File: config.mk
export PLATFORM = sky130hd
export DESIGN_NAME = countdown_timer
export DESIGN_NICKNAME = d
export VERILOG_FILES = /design/src/rtl/countdown_timer.sv
export SDC_FILE = /design/constraint.sdc
export NUM_CORES = 1
export LEC_CHECK = 0
export ABC_CLOCK_PERIOD_IN_PS = 2100
export CORE_ASPECT_RATIO = 0.5
export CORE_MARGIN = 1
export CORE_UTILIZATION = 30
export DETAILED_ROUTE_END_ITERATION = 6
export PLACE_DENSITY = 0.67
export SLEW_MARGIN = 40
export SYNTH_ARGS = -nofsm -noshare
export SYNTH_HDL_FRONTEND = slang
export SYNTH_SLANG_ARGS = --single-unit
File: constraint.sdc
create_clock -name clk -period 2.1 [get_ports clk]
set_input_delay 0.42 -clock clk [delete_from_list [all_inputs] [get_ports clk]]
set_output_delay 0.42 -clock clk [all_outputs]
set_load 0.01 [all_outputs]
File: src/rtl/countdown_timer.sv
// Loadable down-counter with start/stop control, TICK_DIV prescaler and a one-cycle expired pulse.
// Define COUNTDOWN_AUTO_RELOAD_EN to reload the last loaded value at terminal count instead of stopping in DONE.
module countdown_timer #(
  parameter int DATA_WIDTH = 16,
  parameter int TICK_DIV   = 1
) (
  input  logic                  clk,
  input  logic                  resetn,
  input  logic                  load,
  input  logic [DATA_WIDTH-1:0] load_value,
  input  logic                  start,
  input  logic                  stop,
  output logic [DATA_WIDTH-1:0] count,
  output logic                  running,
  output logic                  expired
);

  localparam int              PRE_W   = $clog2(TICK_DIV) + 1;
  localparam logic [PRE_W-1:0] PRE_MAX = PRE_W'(TICK_DIV - 1);

  typedef enum logic [1:0] {
    IDLE,
    RUN,
    DONE
  } state_t;

  state_t           state;
  logic [PRE_W-1:0] prescaler;
  logic             tick;
`ifdef COUNTDOWN_AUTO_RELOAD_EN
  logic [DATA_WIDTH-1:0] reload_reg;
`endif

  // A decrement is due on the edge where the prescaler sits at its last value.
  assign tick = (prescaler == PRE_MAX);

  // NOTE: all state lives in one clocked block with non-blocking assignments, so every
  // register samples the pre-edge values and the if/else chain encodes the edge priority.
  always_ff @(posedge clk or negedge resetn) begin
    if (!resetn) begin
      state     <= IDLE;
      count     <= '0;
      prescaler <= '0;
      running   <= 1'b0;
      expired   <= 1'b0;
`ifdef COUNTDOWN_AUTO_RELOAD_EN
      reload_reg <= '0;
`endif
    end else begin
      expired <= 1'b0;
      if (load) begin
        count     <= load_value;
        prescaler <= '0;
`ifdef COUNTDOWN_AUTO_RELOAD_EN
        reload_reg <= load_value;
`endif
        if (start && !stop && (load_value != '0)) begin
          state   <= RUN;
          running <= 1'b1;
        end else begin
          state   <= IDLE;
          running <= 1'b0;
        end
      end else if (stop) begin
        // Pausing drops any partial tick; resume restarts a full TICK_DIV period.
        state     <= IDLE;
        running   <= 1'b0;
        prescaler <= '0;
      end else if (state == RUN) begin
        if (tick) begin
          prescaler <= '0;
          if (count == DATA_WIDTH'(1)) begin
            expired <= 1'b1;
`ifdef COUNTDOWN_AUTO_RELOAD_EN
            count   <= reload_reg;
`else
            count   <= '0;
            state   <= DONE;
            running <= 1'b0;
`endif
          end else begin
            count <= count - 1'b1;
          end
        end else begin
          prescaler <= prescaler + 1'b1;
        end
      end else if (start && (state == IDLE) && (count != '0)) begin
        state   <= RUN;
        running <= 1'b1;
      end
    end
  end

endmodule
== Word level (Yosys, flattened, before mapping) ==
Cells that the tools add are included.

* Flip-flop bits (word level): 21
* Input bits: 21
* RAM bits: 0
* Bits in latches: 0
* Memories: 0
* Output and inout port bits: 18
* Memory bits (read-only): 0

* Reduce and logical (&&, ||, !) cells: 13
* Bitwise operators: 0
* Order comparisons: 0
* Divide/modulo/power cells: 0
* Multipliers: 0
* Add/subtract/negate cells: 2
* Eq/ne operators: 6
* Multiplexer cells: 28
* Shifts and indexed selects: 0

{| class="wikitable"
|+ Operator list
! kind !! number
|-
| 16-bit two-way mux || 5
|-
| 16-bit nonzero test || 2
|-
| 1-bit two-way mux || 17
|-
| 16-bit by 1-bit equality test with 1-bit output, second input constant || 1
|-
| 16-bit by 1-bit subtractor with 16-bit output, second input constant || 1
|-
| 2-bit two-way mux || 6
|-
| 3-bit AND reduction || 2
|-
| 1-bit logical AND || 4
|-
| 2-bit inequality test, second input constant || 2
|-
| 4-bit by 3-bit inequality test with 1-bit output, second input constant || 1
|-
| 4-bit inequality test, second input constant || 1
|-
| 4-bit nonzero test || 1
|-
| 3-bit nonzero test || 1
|-
| 2-bit by 1-bit equality test with 1-bit output, second input constant || 1
|-
| 2-bit logical NOT || 1
|-
| 2-bit nonzero test || 1
|-
| 1-bit adder, second input constant || 1
|-
| 1-bit logical NOT || 1
|}

== Logic depth before layout (Yosys ltp) ==
* Depth in word-level cells: 7
* Gate-level depth with buffers: 7
* Gate-level depth less buffers: 6

== Least setup slack after synthesis ==
Ideal clock, no wire load.

* Path type: flip-flop to flip-flop
* From: register count[1]
* To: register count[11]
* Library setup time: 126 ps
* Setup slack: 251 ps
* Required time: 1974 ps
* Data arrival time: 1723 ps
* Cell stages (with the launch flop): 8
* Cell sequence: dfrtp_1 -> inv_1 -> ha_1 -> nor4b_1 -> nand4_2 -> buf_2 -> a32oi_1 -> o21ai_1

* Longest elaborated chain between the ends: 6

{| class="wikitable"
|+ Ends and longest elaborated chain
! item !! line !! text
|-
| start, declared || 13 || <nowiki>output logic [DATA_WIDTH-1:0] count,</nowiki>
|-
| start signal, assigned || 52 || <nowiki>count <= load_value;</nowiki>
|-
| start signal, assigned || 82 || <nowiki>count <= count - 1'b1;</nowiki>
|-
| 16-bit by 1-bit subtractor with 16-bit output or 16-bit by 1-bit equality test with 1-bit output (tied branches) || 82, 72 ||
|-
| 16-bit two-way mux * || 72 || <nowiki>if (count == DATA_WIDTH'(1)) begin</nowiki>
|-
| 16-bit two-way mux * || 70 || <nowiki>if (tick) begin</nowiki>
|-
| 16-bit two-way mux * || 69 || <nowiki>end else if (state == RUN) begin</nowiki>
|-
| 16-bit two-way mux * || 64 || <nowiki>end else if (stop) begin</nowiki>
|-
| 16-bit two-way mux * || 51 || <nowiki>if (load) begin</nowiki>
|}

Every way passes the cells marked *; elsewhere a longest branch is shown, timed or not. The select of a mux whose other input is x is not followed.
A chain may end at the register's enable or synchronous reset.

== Worst setup path after layout ==
* From: register count[5]
* To: register state[0]

* Longest elaborated chain between the ends: 4

{| class="wikitable"
|+ Ends and longest elaborated chain
! item !! line !! text
|-
| 16-bit nonzero test || 87 || <nowiki>end else if (start && (state == IDLE) && (count != '0)) begin</nowiki>
|-
| 1-bit logical AND || 87 ||
|-
| 4-bit nonzero test (no line) || - ||
|-
| 3-bit AND reduction (no line) * || - ||
|-
| end signal, assigned || 66 || <nowiki>state <= IDLE;</nowiki>
|-
| end signal, assigned || 78 || <nowiki>state <= DONE;</nowiki>
|-
| end signal, assigned || 88 || <nowiki>state <= RUN;</nowiki>
|-
| end, declared || 27 || <nowiki>state_t state;</nowiki>
|}

Every way passes the cells marked *; elsewhere a longest branch is shown, timed or not.

==> impl_summary.md <==
Clocking
The worst-skew pair later-pin latency is 0.27 ns. The library cell used as clock root buffer is sky130_fd_sc_hd__clkbuf_8. The maximum root-to-sink buffer count is 2. The clock transition at the registers of the reported paths is 0.08 ns. The clock net sink count is 19.

The count of H-tree levels built during CTS is 1. Post-CTS timing repair inserted 0 buffers for setup. TritonCTS built the clock tree.

The post-cts hold buffer count is 0. TritonCTS created 3 clock buffers. The count of instances resized after the clock tree is built is 0.

GRT
The via count of the first global-routing pass came to 1,288. Summed over all layers, the global routing overflow is 0. The initial antenna violation count came to 0. The largest net degree at the start of global routing is 23. The global router's overall resource usage is 0.172. The wire length of the first global-routing pass is 6540 µm.

Setup path
The largest individual stage delay along the critical path comes from the cell sky130_fd_sc_hd__or4_1. STA classifies the critical path startpoint as a flop. The critical path goes through or4_1 > nor4_2 > a211o_1 > nor3_1. For the worst setup path, the data required time is 2.24 ns. The arrival time of the worst setup path is 2.12 ns. The largest driver fanout on the critical path is 8. On the worst path, the slowest cell contributes a delay of 0.77 ns. The number of buffer and inverter instances along the worst setup path is 0. The worst setup path category is reg2reg. The kind of cell with the highest combined delay along the critical path is simple AND/OR/NAND/NOR gates. The endpoint type of the worst setup path is a flop.

Timing
The highest achievable clock rate is 506 MHz. At the pin with the least slew margin, the transition time is 0.585 ns. Setup repair after global routing left no endpoint under its margin. For the final routed database, the setup TNS stands at 0 ns.

The final hold violation count was 0. Setup violations remaining at the end of the flow were counted as 0. The clock arrives with 0.00900 ns of skew. The worst pin sits at a relative slew slack of 0.606.

Of the available clock period, the critical path in the final layout requires 0.940. For the finished layout, the period the worst path requires is 1.97 ns. The number of max-slew violations in the final report was 0.

Run status
The flow ran to the end, and the final reports show no timing, DRC or antenna violations.

Cells and area
The total inserted antenna cells is 0. The core utilization of the finished layout is 0.468. The finished layout cell area is 1920 µm².

After the last flow step, the layout net total stands at 225. The synthesis-to-layout area growth is 42.7%. For this run, the number of standard cells in the final layout without fillers is 254. In the final layout, the share of cells above drive strength 1 is 0.165.

Synth
Counting distinct cell types in the post-synthesis netlist gives 47. Summing every instance area after synthesis gives 1350 µm². The net count of the mapped netlist is 173.

In the synthesized netlist the dominant register cell turns out to be sky130_fd_sc_hd__dfrtp_1. The share of the Yosys chip area taken by registers is 0.353. The flip-flop and latch count after synthesis is 19. The average instance in the mapped netlist occupies 9.03 µm². In the synthesized netlist, the number of instances is 149. The top-area cell type share of the netlist area is 0.353. Yosys printed 0 warnings.

The count of flip-flops with a built-in enable after synthesis is 0. The fraction of synthesis flops using an asynchronous set or reset pin is 1.00. The dominant cell type by area after synthesis is sky130_fd_sc_hd__dfrtp_1.

Yosys attributes the largest share of cell area to sky130_fd_sc_hd__dfrtp_1 35%, sky130_fd_sc_hd__nand2_1 5.0%, sky130_fd_sc_hd__o211ai_1 3.9%.

Routing
After detailed routing, the average wire length per cell comes to 15.6 µm. After detailed routing, the total wire length is 3950 µm. The initial detailed-routing violation count is 138. For this run, the detailed router's first-pass iteration total came to 5. The detail route stage leaves a number of antenna-violating nets equal to 0. After detailed routing, the number of remaining DRC violations is 0. The total via count after detailed routing is 1,429. In the routed layout, each cell is associated on average with a via count of 5.63.

Power and ir drop
In this run the static leakage power is 0.000732 µW. The total power consumption of the routed design is 1090 µW. The share of total power dissipated in the clock network is 0.247.

Of the total power, the share spent switching nets is 0.336. The worst supply voltage drop on vdd is 0.000259 V. The share of total power dissipated in sequential elements is 0.411.

The power per cell area is 567 nW/µm². Summed over all nets, the switching power comes to 366 µW. Of the total power, combinational logic draws 0.342.

The internal cell power is 724 µW.

Floorplan
The floorplan step set the die width to 96.7 µm. The die covers 4770 µm². For this configuration, the core starts out at a cell density of 0.328. The I/O pin count is 39. In this run the vertical extent of the chip is 49.3 µm. The total area inside the core boundary comes to 4100 µm². The cell row count is 16.

Placed design
Including well taps, the total number of placed cells is 250. The count of input and output buffers is 38. Detailed placement finished with a half-perimeter wire length of 3000 µm. At the end of routability-driven placement, the weighted congestion stood at 0.825.

The post-placement cell area is 1860 µm².

Flow run
The count of max-cap constraint violations is 0.

Worst hold path
The worst hold path belongs to the class in2async.
synthesized netlist by cell type (2+ instances only):
library cell	instances
sky130_fd_sc_hd__nand3_1	3
sky130_fd_sc_hd__a21boi_0	2
sky130_fd_sc_hd__nor4_2	3
sky130_fd_sc_hd__a22oi_1	3
sky130_fd_sc_hd__nand4_1	3
sky130_fd_sc_hd__nor4_1	8
sky130_fd_sc_hd__nor3_1	6
sky130_fd_sc_hd__or4_1	3
sky130_fd_sc_hd__inv_1	9
sky130_fd_sc_hd__o211ai_1	7
sky130_fd_sc_hd__buf_4	2
sky130_fd_sc_hd__nor2b_1	2
sky130_fd_sc_hd__dfrtp_1	19
sky130_fd_sc_hd__nand2_1	18
sky130_fd_sc_hd__nor3b_1	2
sky130_fd_sc_hd__a31oi_1	4
sky130_fd_sc_hd__o211ai_2	2
sky130_fd_sc_hd__buf_2	2
sky130_fd_sc_hd__clkbuf_1	2
sky130_fd_sc_hd__a32oi_1	5
sky130_fd_sc_hd__xnor2_1	4
sky130_fd_sc_hd__nor2_1	8
sky130_fd_sc_hd__o21ai_1	6
sky130_fd_sc_hd__ha_1	3
power groups by stage:
stage	sequential, µW	clock, µW	combinational, µW
2_1_floorplan	472	0	151
3_3_place_gp	452	0	363
3_5_place_dp	454	0	367
4_1_cts	447	277	369
5_1_grt	454	289	407
6_report	448	269	372
placed cells by master (no fill, tap or decap), drive strengths merged, types with 2 or more instances in the layout:
| cell | n |
|---|---|
| a21boi | 2 |
| a22oi | 3 |
| a31oi | 4 |
| a32oi | 5 |
| buf | 17 |
| clkbuf | 3 |
| clkdlybuf4s50 | 38 |
| dfrtp | 19 |
| ha | 3 |
| inv | 9 |
| nand2 | 19 |
| nand3 | 3 |
| nand4 | 4 |
| nor2 | 8 |
| nor2b | 2 |
| nor3 | 7 |
| nor3b | 2 |
| nor4 | 12 |
| nor4b | 2 |
| o211ai | 9 |
| o21ai | 7 |
| or4 | 3 |
| xnor2 | 4 |
registers in the layout (all words and copies together), names as in the netlist:
register,flops
count,16
state,2
expired,1
per-stage QoR:
step	hold WS, ns	setup slack (ns)
floorplan	0.124	0.251
global placement	0.579	0.159
detailed placement	0.597	0.128
CTS	0.498	0.124
global route	0.527	0.0355
finish	0.490	0.125
routing by layer:
| layer | track usage | up-vias | wire length (µm) |
|---|---|---|---|
| met4 | 0.0522 | 0 | 34 |
| met3 | 0.0415 | 7 | 392 |
| met1 | 0.249 | 668 | 1800 |
| met2 | 0.252 | 80 | 1720 |
| met5 | 0 | - | 0 |
| li1 | - | 674 | - |
logic make-up after synthesis:
logic type | share of synthesized area
AOI/OAI and AO/OA | 0.203
xor gates and xnor gates | 0.0326
adders and majority gates | 0.0279
buffers and inverters | 0.0670
DFF | 0.353
muxes | 0.00837
and+or+nand+nor | 0.308
worst paths after layout:
path / startpoint / to / slack, ns / depth (start not counted)
worst min register to register: count[7] / count[7] / 0.61 / 2
worst max register to register: count[5] / state[0] / 0.13 / 4
worst min-delay path: resetn / count[4] / 0.49 / 2
max in group asynchronous: resetn / state[0] / 1.39 / 2
worst max-delay path: count[5] / state[0] / 0.13 / 4
min in group clk: count[7] / count[7] / 0.61 / 2
cell type report:
cell class              instances  area [µm²]
clock buffers                   3        41.3
clock inverters                 1        5.00
fillers                       385        2180
inverters                       9        33.8
multi-input cells             113         788
flip-flops and latches         19         475
well taps                      54        67.6
repair buffers                 55         508
Note: power is estimated with default switching activity, not from simulation.
